**src/rtl/mc_control_fsm_if.sv**
```systemverilog
// Control bus between the multicycle controller and its datapath.
// The master modport is the controller side; the slave modport is the datapath side.
interface mc_control_fsm_if #(
    parameter int OPW   = 6,
    parameter int CNT_W = 32
);
    logic [OPW-1:0]   opcode;
    logic             zero;
    logic             mem_ready;
    logic             mem_req;
    logic             PCWrite;
    logic             Branch;
    logic             BranchNe;
    logic             IRWrite;
    logic             ALUSrcA;
    logic [1:0]       ALUSrcB;
    logic [1:0]       ALUop;
    logic [1:0]       PCSrc;
    logic             MemtoReg;
    logic             RegDst;
    logic             RegWrite;
    logic             MemWrite;
    logic             ExtSel;
    logic             halted;
    logic             err;
    logic [3:0]       state_o;
    logic [CNT_W-1:0] cyc_cnt;
    logic [CNT_W-1:0] ret_cnt;

    modport master (
        input  opcode, zero, mem_ready,
        output mem_req, PCWrite, Branch, BranchNe, IRWrite, ALUSrcA, ALUSrcB,
               ALUop, PCSrc, MemtoReg, RegDst, RegWrite, MemWrite, ExtSel,
               halted, err, state_o, cyc_cnt, ret_cnt
    );

    modport slave (
        output opcode, zero, mem_ready,
        input  mem_req, PCWrite, Branch, BranchNe, IRWrite, ALUSrcA, ALUSrcB,
               ALUop, PCSrc, MemtoReg, RegDst, RegWrite, MemWrite, ExtSel,
               halted, err, state_o, cyc_cnt, ret_cnt
    );
endinterface

```
**src/rtl/mc_control_fsm.sv**
```systemverilog
// Memory-handshaked multicycle control FSM with bounded mem_ready waits and sticky HALT/ERR.
// Define PERF_CNT_EN to build the cycle and retired-instruction counters.
module mc_control_fsm #(
    parameter int OPW        = 6,
    parameter int TO_W       = 8,
    parameter int WAIT_LIMIT = 200,
    parameter int CNT_W      = 32
) (
    input  logic             clk,
    input  logic             reset,
    mc_control_fsm_if.master bus
);

    typedef enum logic [3:0] {
        S_IDLE   = 4'd0,
        S_FETCH  = 4'd1,
        S_DECODE = 4'd2,
        S_MEMADR = 4'd3,
        S_MEMRD  = 4'd4,
        S_MEMWB  = 4'd5,
        S_MEMWR  = 4'd6,
        S_EXEC   = 4'd7,
        S_RWB    = 4'd8,
        S_BRANCH = 4'd9,
        S_JUMP   = 4'd10,
        S_IEXEC  = 4'd11,
        S_IWB    = 4'd12,
        S_HALT   = 4'd13,
        S_ERR    = 4'd14
    } state_t;

    localparam logic [OPW-1:0] OP_RTYPE = OPW'(6'b000000);
    localparam logic [OPW-1:0] OP_J     = OPW'(6'b000010);
    localparam logic [OPW-1:0] OP_BEQ   = OPW'(6'b000100);
    localparam logic [OPW-1:0] OP_BNE   = OPW'(6'b000101);
    localparam logic [OPW-1:0] OP_ADDI  = OPW'(6'b001000);
    localparam logic [OPW-1:0] OP_ORI   = OPW'(6'b001101);
    localparam logic [OPW-1:0] OP_LW    = OPW'(6'b100011);
    localparam logic [OPW-1:0] OP_SW    = OPW'(6'b101011);
    localparam logic [OPW-1:0] OP_HALT  = OPW'(6'b111111);

    state_t          r_state;
    state_t          w_state_next;
    logic [TO_W-1:0] r_to_cnt;
    logic [TO_W-1:0] w_to_next;
    logic            r_bne;
    logic            r_ori;
    logic            w_wait;
    logic            w_timeout;

    // The ALU zero flag gates the PC enable inside the datapath, not here.
    wire w_unused_zero = bus.zero;

    assign w_wait    = (r_state == S_FETCH) || (r_state == S_MEMRD) || (r_state == S_MEMWR);
    assign w_timeout = (r_to_cnt == TO_W'(WAIT_LIMIT));
    assign w_to_next = (w_wait && !bus.mem_ready && (w_state_next == r_state))
                       ? r_to_cnt + 1'b1 : '0;
    assign bus.state_o = r_state;

    // NOTE: clocked state uses non-blocking assignments so every flop samples pre-edge values.
    always_ff @(posedge clk or negedge reset) begin
        if (!reset) begin
            r_state  <= S_IDLE;
            r_to_cnt <= '0;
        end else begin
            r_state  <= w_state_next;
            r_to_cnt <= w_to_next;
        end
    end

    // BRANCH and IWB run after the opcode sampling window, so the variant is captured in DECODE.
    always_ff @(posedge clk or negedge reset) begin
        if (!reset) begin
            r_bne <= 1'b0;
            r_ori <= 1'b0;
        end else if (r_state == S_DECODE) begin
            r_bne <= (bus.opcode == OP_BNE);
            r_ori <= (bus.opcode == OP_ORI);
        end
    end

    always_comb begin
        // NOTE: every output gets a default first so no path through the case infers a latch.
        w_state_next = r_state;
        bus.mem_req  = 1'b0;
        bus.PCWrite  = 1'b0;
        bus.Branch   = 1'b0;
        bus.BranchNe = 1'b0;
        bus.IRWrite  = 1'b0;
        bus.ALUSrcA  = 1'b0;
        bus.ALUSrcB  = 2'b00;
        bus.ALUop    = 2'b00;
        bus.PCSrc    = 2'b00;
        bus.MemtoReg = 1'b0;
        bus.RegDst   = 1'b0;
        bus.RegWrite = 1'b0;
        bus.MemWrite = 1'b0;
        bus.ExtSel   = 1'b1;
        bus.halted   = 1'b0;
        bus.err      = 1'b0;

        case (r_state)
            S_IDLE: w_state_next = S_FETCH;
            S_FETCH: begin
                bus.mem_req = 1'b1;
                bus.ALUSrcB = 2'b01;
                bus.IRWrite = bus.mem_ready;
                bus.PCWrite = bus.mem_ready;
                if (bus.mem_ready)  w_state_next = S_DECODE;
                else if (w_timeout) w_state_next = S_ERR;
            end
            S_DECODE: begin
                bus.ALUSrcB = 2'b11;
                case (bus.opcode)
                    OP_LW, OP_SW:     w_state_next = S_MEMADR;
                    OP_RTYPE:         w_state_next = S_EXEC;
                    OP_BEQ, OP_BNE:   w_state_next = S_BRANCH;
                    OP_J:             w_state_next = S_JUMP;
                    OP_ADDI, OP_ORI:  w_state_next = S_IEXEC;
                    OP_HALT:          w_state_next = S_HALT;
                    default:          w_state_next = S_ERR;
                endcase
            end
            S_MEMADR: begin
                bus.ALUSrcA  = 1'b1;
                bus.ALUSrcB  = 2'b10;
                w_state_next = (bus.opcode == OP_SW) ? S_MEMWR : S_MEMRD;
            end
            S_MEMRD: begin
                bus.mem_req = 1'b1;
                if (bus.mem_ready)  w_state_next = S_MEMWB;
                else if (w_timeout) w_state_next = S_ERR;
            end
            S_MEMWB: begin
                bus.RegWrite = 1'b1;
                bus.MemtoReg = 1'b1;
                w_state_next = S_FETCH;
            end
            S_MEMWR: begin
                bus.mem_req  = 1'b1;
                bus.MemWrite = bus.mem_ready;
                if (bus.mem_ready)  w_state_next = S_FETCH;
                else if (w_timeout) w_state_next = S_ERR;
            end
            S_EXEC: begin
                bus.ALUSrcA  = 1'b1;
                bus.ALUop    = 2'b10;
                w_state_next = S_RWB;
            end
            S_RWB: begin
                bus.RegWrite = 1'b1;
                bus.RegDst   = 1'b1;
                w_state_next = S_FETCH;
            end
            S_BRANCH: begin
                bus.ALUSrcA  = 1'b1;
                bus.ALUop    = 2'b01;
                bus.PCSrc    = 2'b01;
                bus.Branch   = !r_bne;
                bus.BranchNe = r_bne;
                w_state_next = S_FETCH;
            end
            S_JUMP: begin
                bus.PCWrite  = 1'b1;
                bus.PCSrc    = 2'b10;
                w_state_next = S_FETCH;
            end
            S_IEXEC: begin
                bus.ALUSrcA  = 1'b1;
                bus.ALUSrcB  = 2'b10;
                bus.ALUop    = r_ori ? 2'b11 : 2'b00;
                bus.ExtSel   = !r_ori;
                w_state_next = S_IWB;
            end
            S_IWB: begin
                bus.RegWrite = 1'b1;
                bus.ExtSel   = !r_ori;
                w_state_next = S_FETCH;
            end
            S_HALT: bus.halted = 1'b1;
            S_ERR:  bus.err    = 1'b1;
            default: w_state_next = S_ERR;
        endcase
    end

`ifdef PERF_CNT_EN
    logic [CNT_W-1:0] r_cyc_cnt;
    logic [CNT_W-1:0] r_ret_cnt;
    logic             w_active;
    logic             w_retire;

    assign w_active = !((r_state == S_IDLE) || (r_state == S_HALT) || (r_state == S_ERR));
    assign w_retire = (w_state_next == S_FETCH) &&
                      (r_state inside {S_MEMWB, S_MEMWR, S_RWB, S_BRANCH, S_JUMP, S_IWB});

    always_ff @(posedge clk or negedge reset) begin
        if (!reset) begin
            r_cyc_cnt <= '0;
            r_ret_cnt <= '0;
        end else begin
            if (w_active) r_cyc_cnt <= r_cyc_cnt + 1'b1;
            if (w_retire) r_ret_cnt <= r_ret_cnt + 1'b1;
        end
    end

    assign bus.cyc_cnt = r_cyc_cnt;
    assign bus.ret_cnt = r_ret_cnt;
`else
    assign bus.cyc_cnt = '0;
    assign bus.ret_cnt = '0;
`endif

endmodule

```
**src/flat_wrapper.sv**
```systemverilog
// flat-port wrapper written by rule: the top's interface ports become plain ports
module mc_control_fsm_flat 
#(
    parameter int OPW        = 6,
    parameter int TO_W       = 8,
    parameter int WAIT_LIMIT = 200,
    parameter int CNT_W      = 32
)
  (clk, reset, bus_opcode, bus_zero, bus_mem_ready, bus_mem_req, bus_PCWrite, bus_Branch, bus_BranchNe, bus_IRWrite, bus_ALUSrcA, bus_ALUSrcB, bus_ALUop, bus_PCSrc, bus_MemtoReg, bus_RegDst, bus_RegWrite, bus_MemWrite, bus_ExtSel, bus_halted, bus_err, bus_state_o, bus_cyc_cnt, bus_ret_cnt);
  mc_control_fsm_if #(.OPW(OPW), .CNT_W(CNT_W)) bus_i ();
  input  logic clk;
  input  logic reset;
  input wire logic [$bits(bus_i.opcode)-1:0] bus_opcode;
  input wire logic [$bits(bus_i.zero)-1:0] bus_zero;
  input wire logic [$bits(bus_i.mem_ready)-1:0] bus_mem_ready;
  output wire logic [$bits(bus_i.mem_req)-1:0] bus_mem_req;
  output wire logic [$bits(bus_i.PCWrite)-1:0] bus_PCWrite;
  output wire logic [$bits(bus_i.Branch)-1:0] bus_Branch;
  output wire logic [$bits(bus_i.BranchNe)-1:0] bus_BranchNe;
  output wire logic [$bits(bus_i.IRWrite)-1:0] bus_IRWrite;
  output wire logic [$bits(bus_i.ALUSrcA)-1:0] bus_ALUSrcA;
  output wire logic [$bits(bus_i.ALUSrcB)-1:0] bus_ALUSrcB;
  output wire logic [$bits(bus_i.ALUop)-1:0] bus_ALUop;
  output wire logic [$bits(bus_i.PCSrc)-1:0] bus_PCSrc;
  output wire logic [$bits(bus_i.MemtoReg)-1:0] bus_MemtoReg;
  output wire logic [$bits(bus_i.RegDst)-1:0] bus_RegDst;
  output wire logic [$bits(bus_i.RegWrite)-1:0] bus_RegWrite;
  output wire logic [$bits(bus_i.MemWrite)-1:0] bus_MemWrite;
  output wire logic [$bits(bus_i.ExtSel)-1:0] bus_ExtSel;
  output wire logic [$bits(bus_i.halted)-1:0] bus_halted;
  output wire logic [$bits(bus_i.err)-1:0] bus_err;
  output wire logic [$bits(bus_i.state_o)-1:0] bus_state_o;
  output wire logic [$bits(bus_i.cyc_cnt)-1:0] bus_cyc_cnt;
  output wire logic [$bits(bus_i.ret_cnt)-1:0] bus_ret_cnt;
  assign bus_i.opcode = bus_opcode;
  assign bus_i.zero = bus_zero;
  assign bus_i.mem_ready = bus_mem_ready;
  assign bus_mem_req = bus_i.mem_req;
  assign bus_PCWrite = bus_i.PCWrite;
  assign bus_Branch = bus_i.Branch;
  assign bus_BranchNe = bus_i.BranchNe;
  assign bus_IRWrite = bus_i.IRWrite;
  assign bus_ALUSrcA = bus_i.ALUSrcA;
  assign bus_ALUSrcB = bus_i.ALUSrcB;
  assign bus_ALUop = bus_i.ALUop;
  assign bus_PCSrc = bus_i.PCSrc;
  assign bus_MemtoReg = bus_i.MemtoReg;
  assign bus_RegDst = bus_i.RegDst;
  assign bus_RegWrite = bus_i.RegWrite;
  assign bus_MemWrite = bus_i.MemWrite;
  assign bus_ExtSel = bus_i.ExtSel;
  assign bus_halted = bus_i.halted;
  assign bus_err = bus_i.err;
  assign bus_state_o = bus_i.state_o;
  assign bus_cyc_cnt = bus_i.cyc_cnt;
  assign bus_ret_cnt = bus_i.ret_cnt;
  mc_control_fsm #(.OPW(OPW), .TO_W(TO_W), .WAIT_LIMIT(WAIT_LIMIT), .CNT_W(CNT_W)) u_core (.clk(clk), .reset(reset), .bus(bus_i));
endmodule
```
**config.mk**
```make
export PLATFORM = sky130hd
export DESIGN_NAME = mc_control_fsm_flat
export DESIGN_NICKNAME = d
export VERILOG_FILES = /design/src/rtl/mc_control_fsm_if.sv /design/src/rtl/mc_control_fsm.sv /design/src/flat_wrapper.sv
export SDC_FILE = /design/constraint.sdc
export NUM_CORES = 1
export LEC_CHECK = 0
export BUFFER_PORTS_ARGS = -buffer_cell sky130_fd_sc_hd__buf_4
export CORE_MARGIN = 1
export CORE_UTILIZATION = 40
export DETAILED_ROUTE_END_ITERATION = 10
export PLACE_DENSITY_LB_ADDON = 0.3
export RECOVER_POWER = 25
export SYNTH_ARGS = -nofsm -noshare
export SYNTH_HDL_FRONTEND = slang
export SYNTH_SLANG_ARGS = --single-unit
```
**constraint.sdc**
```tcl
create_clock -name clk -period 1.3 [get_ports clk]
set_input_delay 0 -clock clk [delete_from_list [all_inputs] [get_ports clk]]
set_output_delay 0 -clock clk [all_outputs]
set_load 0.03 [all_outputs]
```
==> reports/metrics.csv <==
metric;value;unit
initial core utilization;0.416;
simple logic cell fraction of the synthesized area;0.236;
post-DR vias/cell;4.60;
Die ar.;4420;um2
core area;4000;um2
nets;291;
Post-Syn Instances;214;
VDD IR max;0.638;mV
Max Slew Vio Count;0;
final period utilization;1.12;
Cell Pwr Density;1980;nW/um2
fmax;687;MHz
outcome;finished, violations left;
Top Family by Delay on Critical Path;buffers and inverters;
main combinational cell family by area after synthesis;buffers and inverters;
Post-synth EDFFs;0;
Buf/Inv on CP;4;
DR vias;1510;
total grt overflow;0;
Post-DP Area;1980;um2
Slew headroom;0.481;
fin util;0.609;
Leak;1.10;nW
post-synthesis async set-or-reset flop share;1.00;
Most common cell on crit path;buf_6;
sequential area share after synthesis;0.211;
slowest CP cell;dfrtp_2;
worst hold start;bus_opcode[3];
worst r2r dst;u_core.bus.state_o[0]$_DFF_PN0_;
crit end category;primary output;
io pins;97;
Die Ht;66.5;um
synth unique cells;50;
initial antenna violation count;0;
initial DRC count;64;
synthesized flop and latch total;14;
H-tree depth;1;
Remaining DRCs;0;
area share of fa/ha/maj cells after synthesis;0.0150;
routability congestion estimate;0.777;
CP Class;flip-flop to primary output;
n_diodes;0;
Post-DP HPWL;2.58;mm
drt total wl;3.76;mm
fin crit period;1460;ps
max cap viols;0;
CP startpoint;u_core.bus.state_o[1]$_DFF_PN0_;
crit start category;flip-flop;
RR Startpoint;u_core.r_to_cnt[0]$_DFF_PN0_;
first-pass GRT wire length;5.89;mm
RSZ-0062 raised after global routing;yes;
r2r setup slk;-130;ps
Critical Path AT;1460;ps
failing checks;negative setup slack;
setup_tns;-2860;ps
Inserted Clock Buffers;3;
Mapped Area;1660;um2
Overall Global Routing Usage;0.171;
share of layout cells above drive strength 1;0.482;
Critical Path Max Stage Delay;460;ps
Top FF cell, synth;dfrtp_1;
TritonCTS clock tree;yes;
Warnings, synthesis;0;
Port Buffer Count;31;
slew at the pin closest to its max-slew limit;778;ps
FP Rows;23;
final instance area;2440;um2
Area growth, synth to finish;46.6;%
xor and xnor fraction of the mapped netlist area;0.0316;
Worst Hold Margin;7.43;ps
Die W;66.5;um
R2R cell count;7;
via count of the first global-routing pass;1236;
Worst Clk Skew;1.55;ps
Root Buffer;clkbuf_8;
Crit path depth;5;
Hold Path Class;input port to flip-flop;
Post-DRT Antenna Nets;0;
CTS sink count;14;
Max clock buf depth;2;
largest net degree at the start of global routing;18;
Clk Latency, worst-skew pair;240;ps
Crit Path Max Fanout;5;
DR WL/cell;11.5;um
clock-pin slew on the worst setup and hold paths;60;ps
worst-path cell chain;buf_6 > clkinvlp_4 > buf_6 > nor3_2 > buf_4;
Compound-Gate Fraction of Synth Area;0.159;
syn avg cell area;7.77;um2
Pre-Repair DR Iteration Count;4;
data required time of the worst path;1300;ps
mux contribution to synthesized area;0;
crit path to;bus_ALUSrcB[1];
endpoints failing setup;28;
Final Hold Vio Count;0;
smallest setup slack after layout;-156;ps
Design Power;0.00483;W
-- worst min path at each step --
stage                                       to  slack, ps  cells past startpoint
2_1_floorplan  u_core.bus.state_o[0]$_DFF_PN0_       -300                      0
3_3_place_gp      u_core.r_to_cnt[3]$_DFF_PN0_       -140                      1
3_5_place_dp      u_core.r_to_cnt[3]$_DFF_PN0_       -140                      1
4_1_cts               u_core.r_bne$_DFFE_PN0P_          7                      2
5_1_grt               u_core.r_bne$_DFFE_PN0P_         20                      2
6_report              u_core.r_bne$_DFFE_PN0P_          7                      2
-- cell usage in the layout, fill, tap and decap left out, types with 5 or more instances in the layout --
master and count:
nand2_1 9, conb_1 64, nand3_1 5, nor2_2 10
dfrtp_1 10, nor2_1 6, buf_4 42, buf_6 24
nor2_4 7
-- synth_stat cells (2+ instances only) --
master	instances	area share
nor3_1	8	0.024
o2111ai_1	2	0.011
and3_1	2	0.0075
nand2b_1	4	0.015
inv_1	6	0.014
o22ai_1	2	0.0075
o31ai_1	3	0.014
nand3_1	5	0.015
clkbuf_1	2	0.0045
xor2_1	3	0.016
a21oi_1	5	0.015
a31oi_1	2	0.0075
dfrtp_1	14	0.21
nand2_1	11	0.025
nor2b_1	4	0.015
buf_2	7	0.021
nor2_2	6	0.023
nor2_1	17	0.038
o21ai_0	7	0.021
xnor2_1	3	0.016
buf_4	65	0.29
buf_6	2	0.014
ha_1	2	0.015
o211ai_1	2	0.0090
and2_1	2	0.0075
o21a_1	2	0.0090
a21boi_0	3	0.014
-- power by group --
| group | total [W] | leakage [nW] | internal (W) | switching [W] |
|---|---|---|---|---|
| Sequential | 0.000723 | 0.183 | 0.000549 | 0.000174 |
| Clock | 0.000422 | 0.0288 | 0.000268 | 0.000154 |
| Combinational | 0.00369 | 0.893 | 0.00172 | 0.00197 |
-- final cells by class --
type | instances | area (um2)
clock buffers | 4 | 55.1
fillers | 334 | 1560
inverters | 6 | 26.3
multi-input cells | 181 | 1240
flip-flops and latches | 14 | 355
well taps | 50 | 62.6
repair buffers | 73 | 694
-- flip-flops by register name, summed over array words and instances, names as in the netlist --
| register | cells |
|---|---|
| u_core.r_to_cnt | 8 |
| u_core.bus.state_o | 4 |
| u_core.r_bne | 1 |
| u_core.r_ori | 1 |
-- per-stage QoR --
stage	setup WS, ps	instances
2_1_floorplan	-44.0	277
3_3_place_gp	-68.8	310
3_5_place_dp	-74.8	310
4_1_cts	-135	326
5_1_grt	-206	328
6_report	-156	328
-- per-layer routing --
layer | wire (um) | up-vias | track usage
li1 | - | 726 | -
met1 | 1550 | 697 | 0.213
met2 | 1940 | 83 | 0.314
met3 | 241 | 4 | 0.0154
met4 | 29 | 0 | 0.0426
met5 | 0 | - | 0
-- kinds of logic after synthesis --
kind of cell             Yosys count
AO/OA/AOI/OAI                     37
XOR/XNOR                           6
adder cells (fa/ha/maj)            2
buffers and inverters             82
flip-flops                        14
other                              1
AND/OR/NAND/NOR                   72
-- what timing repair did --
item | 4_1_cts | 5_1_grt
endpoints found under the setup margin | 28 | 31
resized for setup | 53 | 25
endpoints found under the hold margin | 14 | 0
buffers inserted | 11 | 3
hold buffers | 1 | 0
pin swaps | 17 | 11
-- worst reg2reg max path: cells and delay by family (launching register included) --
kind                     cells  cell delay (ps)
flip-flops                   1              390
AND/OR/NAND/NOR              3              460
AO/OA/AOI/OAI                1              100
buffers and inverters        2              250
adder cells (fa/ha/maj)      1              120
Power figures use the tool's default switching activity.
